[src/rtl/m21_rr_arbiter.sv]
// Round-robin owner of a shared 2:1 mux channel: registered grants/select,
// per-tenure burst limit, and a VALID/RDY handshake toward one consumer.
module m21_rr_arbiter #(
    parameter int WIDTH    = 1,
    parameter int MAX_HOLD = 4,
    parameter int CNT_W    = 8
) (
    input  logic             CLK,
    input  logic             RST,
    input  logic             REQ0,
    input  logic             REQ1,
    input  logic [WIDTH-1:0] I0,
    input  logic [WIDTH-1:0] I1,
    input  logic             RDY,
    output logic             GNT0,
    output logic             GNT1,
    output logic             S0,
    output logic [WIDTH-1:0] Y,
    output logic             VALID,
    output logic             BUSY,
    output logic [1:0]       dbg_state
);

    // Handshake: a word moves when VALID & RDY are both high at a rising CLK
    // edge; VALID never waits on RDY, and RDY may change freely.
    typedef enum logic [1:0] {
        IDLE = 2'd0,
        G0   = 2'd1,
        G1   = 2'd2
    } state_e;

    localparam logic [CNT_W-1:0] HOLD_LAST = CNT_W'(MAX_HOLD - 1);

    state_e           state_q, state_d;
    logic [CNT_W-1:0] cnt_q, cnt_d;
    logic             last_q, last_d;
    logic             xfer;

    always_ff @(posedge CLK or posedge RST) begin
        if (RST) begin
            state_q <= IDLE;
            cnt_q   <= '0;
            last_q  <= 1'b1;
        end else begin
            state_q <= state_d;
            cnt_q   <= cnt_d;
            last_q  <= last_d;
        end
    end

    assign xfer = VALID & RDY;

    always_comb begin
        state_d = state_q;
        case (state_q)
            IDLE: begin
                // On a tie the requester that did not own the channel last wins.
                if (REQ0 && REQ1) state_d = last_q ? G0 : G1;
                else if (REQ0)    state_d = G0;
                else if (REQ1)    state_d = G1;
            end
            G0: begin
                if (!REQ0)                                  state_d = REQ1 ? G1 : IDLE;
                else if (REQ1 && xfer && cnt_q == HOLD_LAST) state_d = G1;
            end
            G1: begin
                if (!REQ1)                                  state_d = REQ0 ? G0 : IDLE;
                else if (REQ0 && xfer && cnt_q == HOLD_LAST) state_d = G0;
            end
            default: state_d = IDLE;
        endcase

        cnt_d  = cnt_q;
        last_d = last_q;
        if (state_d != state_q) begin
            cnt_d = '0;
            if (state_d == G0) last_d = 1'b0;
            if (state_d == G1) last_d = 1'b1;
        end else if (xfer && cnt_q != HOLD_LAST) begin
            cnt_d = cnt_q + 1'b1;
        end
    end

    always_comb begin
        GNT0      = (state_q == G0);
        GNT1      = (state_q == G1);
        S0        = GNT1;
        BUSY      = (state_q != IDLE);
        VALID     = (GNT0 & REQ0) | (GNT1 & REQ1);
        Y         = S0 ? I1 : I0;
        dbg_state = state_q;
    end

endmodule
[config.mk]
export PLATFORM = sky130hd
export DESIGN_NAME = m21_rr_arbiter
export DESIGN_NICKNAME = d
export VERILOG_FILES = /design/src/rtl/m21_rr_arbiter.sv
export SDC_FILE = /design/constraint.sdc
export NUM_CORES = 1
export LEC_CHECK = 0
export CAP_MARGIN = 5
export CORE_MARGIN = 4
export CORE_UTILIZATION = 54
export CTS_BUF_LIST = sky130_fd_sc_hd__clkbuf_16
export DETAILED_ROUTE_END_ITERATION = 7
export GPL_TIMING_DRIVEN = 1
export PLACE_DENSITY = 0.78
export SLEW_MARGIN = 40
export SYNTH_ARGS = -nofsm -noshare
export SYNTH_HDL_FRONTEND = slang
export SYNTH_SLANG_ARGS = --single-unit
[constraint.sdc]
create_clock -name CLK -period 3.7 [get_ports CLK]
set_input_delay 0.555 -clock CLK [delete_from_list [all_inputs] [get_ports CLK]]
set_output_delay 0.555 -clock CLK [all_outputs]
set_load 0.005 [all_outputs]
==> results of run 1 <==
-- metal layers --
| metal | global-route usage | up-vias | wire, µm |
|---|---|---|---|
| met5 | 0 | - | 0 |
| met4 | 0.1023 | 0 | 27 |
| met3 | 0.01563 | 4 | 61 |
| met2 | 0.3407 | 23 | 903 |
| met1 | 0.2471 | 321 | 782 |
| li1 | - | 335 | - |
-- final timing paths --
check                           depth (start not counted)  slack, ns            to
worst max register to register                          8       0.91        last_q
worst min register to register                          2       0.58      cnt_q[7]
min in group asynchronous                               2       0.61  dbg_state[1]
worst max-delay path                                    8       0.72        last_q
max in group asynchronous                               2       2.76        last_q
worst min-delay path                                    2       0.58      cnt_q[7]
-- state kept, by name, summed over array words and instances, names as in the netlist --
name and flops:
cnt_q 8, dbg_state 2, last_q 1
-- final cells by class --
type                       count  area [µm²]  area share
clock buffer                   3       75.07     0.07585
inverter                       5       18.77     0.01896
sequential                    11       276.5      0.2794
multi-input combinational     62       456.7      0.4614
tap                           15       18.77     0.01896
clock inverter                 1       3.754    0.003793
timing repair buffer          14       140.1      0.1416
-- logic make-up (layout without fill, tap and decap cells) --
| kind of cell | count (synthesis) | count (layout) | share of synthesized area |
|---|---|---|---|
| compound gates | 23 | 23 | 0.2164 |
| xor+xnor | 5 | 5 | 0.05529 |
| simple gates | 29 | 29 | 0.2307 |
| mux | 3 | 3 | 0.04265 |
| flops | 11 | 11 | 0.3491 |
| fa+ha+maj | 2 | 2 | 0.03159 |
| buf+inv | 11 | 23 | 0.07424 |
-- cells in the final DEF, fill, tap and decap left out, types with 2 or more instances in the layout --
cell / n
and4_1: 2
inv_1: 5
o21ai_0: 3
ha_1: 2
dfrtp_1: 10
o211ai_1: 2
clkdlybuf4s50_1: 14
mux2_1: 2
o21ai_1: 3
nor3_1: 3
clkbuf_16: 3
or3_1: 2
o2111ai_1: 3
xor2_1: 5
and3b_1: 2
and3_1: 3
nor2_1: 8
a21oi_1: 6
-- report_power, final --
part           total, W  leakage, nW  switching [W]  internal (W)
Sequential     0.000151        0.147      0.0000157      0.000135
Combinational  0.000119        0.226      0.0000552     0.0000640
Clock          0.000193       0.0423      0.0000516      0.000142
Total          0.000463        0.415       0.000123      0.000341
-- critical path, stage by stage --
cell	delay, ns
clkdlybuf4s50_1	0.57
and3b_1	0.32
o2111ai_1	0.21
a21o_1	0.23
a221oi_1	0.35
ha_1	0.32
a2111oi_4	0.21
mux2_1	0.37
-- per-stage QoR --
stage          utilization   power, W  hold WS [ns]  cell area, µm²
2_1_floorplan            -  0.0002278        0.4067           792.0
3_3_place_gp        0.6829  0.0002661        0.5616           910.9
3_5_place_dp        0.6829  0.0002720        0.5631           910.9
4_1_cts             0.7420  0.0004664        0.5754           989.7
5_1_grt             0.7420  0.0004852        0.5867           989.7
6_report            0.7420  0.0004634        0.5775           989.7
==> flow_summary.yaml, run 1 <==
synth:
  yosys_warnings: 0
  synth_ff_type: "dfrtp_1"
  syn_area_um2: 792.0
  syn_area_per_cell_um2: 9.429
  synth_fp_nets: 93
  synth_top_area_share: 0.3160
  async_flop_share: 1.000
  synth_area_leaders: "dfrtp_1, xor2_1, a21oi_1, buf_4, nor2_1"
  syn_inst: 84
  ys_types: 36
  ys_seq_area_frac: 0.3491
  yosys-top-cells-count: "dfrtp_1, nor2_1, a21oi_1, xor2_1"
  synth_edf_count: 0
  yosys.area.top_type: "dfrtp_1"
  synth_seq_cells: 11
  yosysMostFrequentCell: "dfrtp_1"
sta:
  clock_skew_ns: 0.004112
  fmax_mhz: 336.1
  layout_setup_ws_ns: 0.7248
  setup_tns_ns: 0
  setup_viol: 0
  slew_viol_final: 0
  period_needed_ns: 2.975
  hold_viol: 0
  fin_crit_sh: 0.8041
  max_slew.worst_pin.slew_ns: 0.5405
  relSlewSlack: 0.6390
  rsz0062_at_grt: "false"
die:
  core-area_um2: 1334
  start_util: 0.5938
  dieArea_um2: 2143
  die_w_um: 46.30
  num_rows: 13
  fp.dieH_um: 46.30
  top_level_ports: 15
grt:
  grt_max_degree: 12
  track_usage: 0.1998
  grt_pass1_wl_um: 3015
  grt_pass1_vias: 667
  antenna_found_initial: 0
  gr-total-overflow: 0
pwr:
  p_leak_nw: 0.4148
  irDropWorstVdd_uv: 293.4
  powerDensity_nw_per_um2: 468.3
detailed_routing:
  drtPass1Iterations: 4
  drc: 0
  viasPerCell: 6.153
  drt-total-wl_um: 1774
  detail_route.wl_per_cell_um: 15.98
  vias: 683
  drt_iter0_markers: 19
  ant_nets: 0
run_status:
  run_status: "completed"
job:
  maxCapViolations: 0
finish:
  syn_to_final_growth_pct: 24.96
  diodes: 0
  nFillCells: 100
  final_nets: 106
  drive_above_1_share: 0.1146
  layoutNonFillerInstCount: 111
clocking:
  cts_inserted_buffers: 3
  post_cts_resized: 0
  worstSkewPairLatency_ns: 0.24
  cts_hold_buf: 0
  cts.sink_count: 11
  post-cts-setup-buffers: 0
  cts_tree: "done"
  cts_root_buffer: "clkbuf_16"
  cts.htree.levels: 1
  cts_buffer_depth: 2
  cts.clk_slew.worst_paths_ns: 0.04
worst_setup_path:
  r2r_start: "cnt_q[0]"
  worstSetupStartpointType: "input port"
  setup.worst_path.start: "REQ0"
  cp-end-kind: "flop"
  cp.arrival_ns: 3.13
  critPathKind: "in -> reg"
  cp.required_ns: 3.86
  crit_fanout: 7
place:
  routabilityCongestion: 0.7814
  port_buffers: 14
  dpl.hpwl_um: 1296
  place_inst: 107
  place_ws_ns: 0.4415
hold_path:
  hold_class: "reg -> reg"
  worstHoldStart: "cnt_q[7]"
Power figures use the tool's default switching activity.
==> run 2: changes to the inputs <==
--- a/config.mk
+++ b/config.mk
@@ -7,11 +7,11 @@
 export LEC_CHECK = 0
 export CAP_MARGIN = 5
 export CORE_MARGIN = 4
-export CORE_UTILIZATION = 54
+export CORE_UTILIZATION = 45
 export CTS_BUF_LIST = sky130_fd_sc_hd__clkbuf_16
 export DETAILED_ROUTE_END_ITERATION = 7
 export GPL_TIMING_DRIVEN = 1
-export PLACE_DENSITY = 0.78
+export PLACE_DENSITY = 0.69
 export SLEW_MARGIN = 40
 export SYNTH_ARGS = -nofsm -noshare
 export SYNTH_HDL_FRONTEND = slang
==> constraint.sdc (replaced) <==
create_clock -name CLK -period 2.7 [get_ports CLK]
set_input_delay 0.405 -clock CLK [delete_from_list [all_inputs] [get_ports CLK]]
set_output_delay 0.405 -clock CLK [all_outputs]
set_load 0.005 [all_outputs]
==> run 2 against run 1 <==
- non-clock buffer count is 9 higher
- clock-buffer cell count stayed put
- total power is 41% higher
==> flow_summary.yaml, run 2 (synthesized netlist as in run 1, its figures left out) <==
clocking:
  cts.clk_slew.worst_paths_ns: 0.04
  cts.htree.levels: 1
  cts_tree: "done"
  cts_hold_buf: 0
  cts_root_buffer: "clkbuf_16"
  cts.sink_count: 11
  cts_buffer_depth: 2
  worstSkewPairLatency_ns: 0.24
  cts_inserted_buffers: 3
finish:
  final_cell_mix: "clkdlybuf4s50_1, dfrtp_1, buf_4, nor2_1, a21oi_1"
  nFillCells: 131
  diodes: 0
  drive_above_1_share: 0.2000
  multi_input_area_um2: 471.7
  seqCellArea_um2: 276.5
  layout_commonest_cell: "clkdlybuf4s50_1"
  syn_to_final_growth_pct: 35.55
  layoutNonFillerInstCount: 121
  regMostFlops: "cnt_q"
  final_nets: 115
  largest_reg_flops: 8
pwr:
  p_leak_nw: 0.4635
  p_sw_frac: 0.2627
  p_switching_w: 0.0001711
  finalPower_w: 0.0006513
  p_int_w: 0.0004803
  p_comb_frac: 0.286
  irDropWorstVdd_uv: 347.5
  clockPowerShare: 0.408
  powerDensity_nw_per_um2: 606.7
  sequentialPowerShare: 0.306
die:
  top_level_ports: 15
  core-area_um2: 1577
  num_rows: 14
  dieArea_um2: 2495
  fp.dieH_um: 49.95
  start_util: 0.5024
  die_w_um: 49.95
worst_setup_path:
  critPathKind: "reg -> reg"
  cp.required_ns: 2.86
  cp-end-kind: "flop"
  cp.arrival_ns: 2.67
  worstSetupStartpointType: "flop"
  crit_fanout: 4
detailed_routing:
  detail_route.wl_per_cell_um: 14.83
  drt-total-wl_um: 1795
  vias: 701
  drc: 0
  viasPerCell: 5.793
  ant_nets: 0
  drtPass1Iterations: 4
  drt_iter0_markers: 15
grt:
  use_met1: 0.2103
  gr-total-overflow: 0
  antenna_found_initial: 0
  grtUsageMet3: 0.04217
  track_usage: 0.1601
  busiest_layer: "met2"
  use_met2: 0.2511
  grt_max_degree: 12
  grt_pass1_vias: 707
  grt_pass1_wl_um: 3132
sta:
  max_slew.worst_pin.slew_ns: 0.5912
  fmax_mhz: 397.9
  setup_tns_ns: 0
  fin_crit_sh: 0.9307
  period_needed_ns: 2.513
  relSlewSlack: 0.6052
  clock_skew_ns: 0.004478
  hold_viol: 0
  setup_viol: 0
  layout_setup_ws_ns: 0.1870
  slew_viol_final: 0
  rsz0062_at_grt: "false"
place:
  port_buffers: 14
  place_inst: 117
  routabilityCongestion: 0.8050
  dpl.hpwl_um: 1330
  place_ws_ns: -0.1198
run_status:
  run_status: "completed"
job:
  maxCapViolations: 0
hold_path:
  hold_class: "in -> async"
## run 2: cell types whose count changed in the layout (fill, tap and decap cells not counted), sizes merged
| cell | before | now |
|---|---|---|
| buf | 0 | 9 |
## run 2: power groups by stage
stage,clock network [W],logic (W),registers [W]
floorplan,0,0.000117,0.000195
global placement,0,0.000180,0.000200
detailed placement,0,0.000184,0.000201
CTS,0.000270,0.000185,0.000199
global route,0.000285,0.000204,0.000202
finish,0.000266,0.000186,0.000200
## run 2: worst max-delay path, stage by stage, from the launching register on
cell and delay [ns]:
dfrtp_1 0.37, ha_1 0.20, nor4b_4 0.26, o2111ai_1 0.22, a21o_1 0.23, a221oi_2 0.31, ha_1 0.30, a2111oi_4 0.19
mux2_1 0.34
## run 2: layer usage
metal	vias to the layer above	part of all wire	wire length (µm)
li1	353	-	-
met1	336	0.49	881
met2	10	0.48	856
met3	2	0.028	51
met4	0	0.0028	5
met5	-	0	0
## run 2: final cells by class
class,count,area share
Sequential cell,11,0.2576
Clock inverter,1,0.003497
Tap cell,16,0.01865
Timing Repair Buffer,23,0.1935
Inverter,5,0.01748
Multi-Input combinational cell,62,0.4394
Clock buffer,3,0.06993
## run 2: timing repair
action / 4_1_cts / 5_1_grt
endpoints found under the setup margin: 0 / 1
buffers inserted: 0 / 0
gates resized for setup: 0 / 2
## run 2: path summary, 6_finish.rpt
check,depth (start not counted),from,to,slack [ns]
min in group CLK,2,cnt_q[0],cnt_q[0],0.59
worst min register to register,2,cnt_q[0],cnt_q[0],0.59
worst max register to register,8,cnt_q[0],last_q,0.19
max in group asynchronous,2,RST,last_q,1.92
worst min-delay path,2,RST,dbg_state[1],0.46
worst max-delay path,8,cnt_q[0],last_q,0.19
## run 2: metrics by stage
stage | utilization | hold slack [ns] | area [µm²]
floorplan | - | 0.2567 | 792.0
global placement | 0.6214 | 0.5529 | 979.7
detailed placement | 0.6214 | 0.5638 | 979.7
CTS | 0.6714 | 0.4820 | 1059
global route | 0.6810 | 0.5139 | 1074
finish | 0.6810 | 0.4569 | 1074
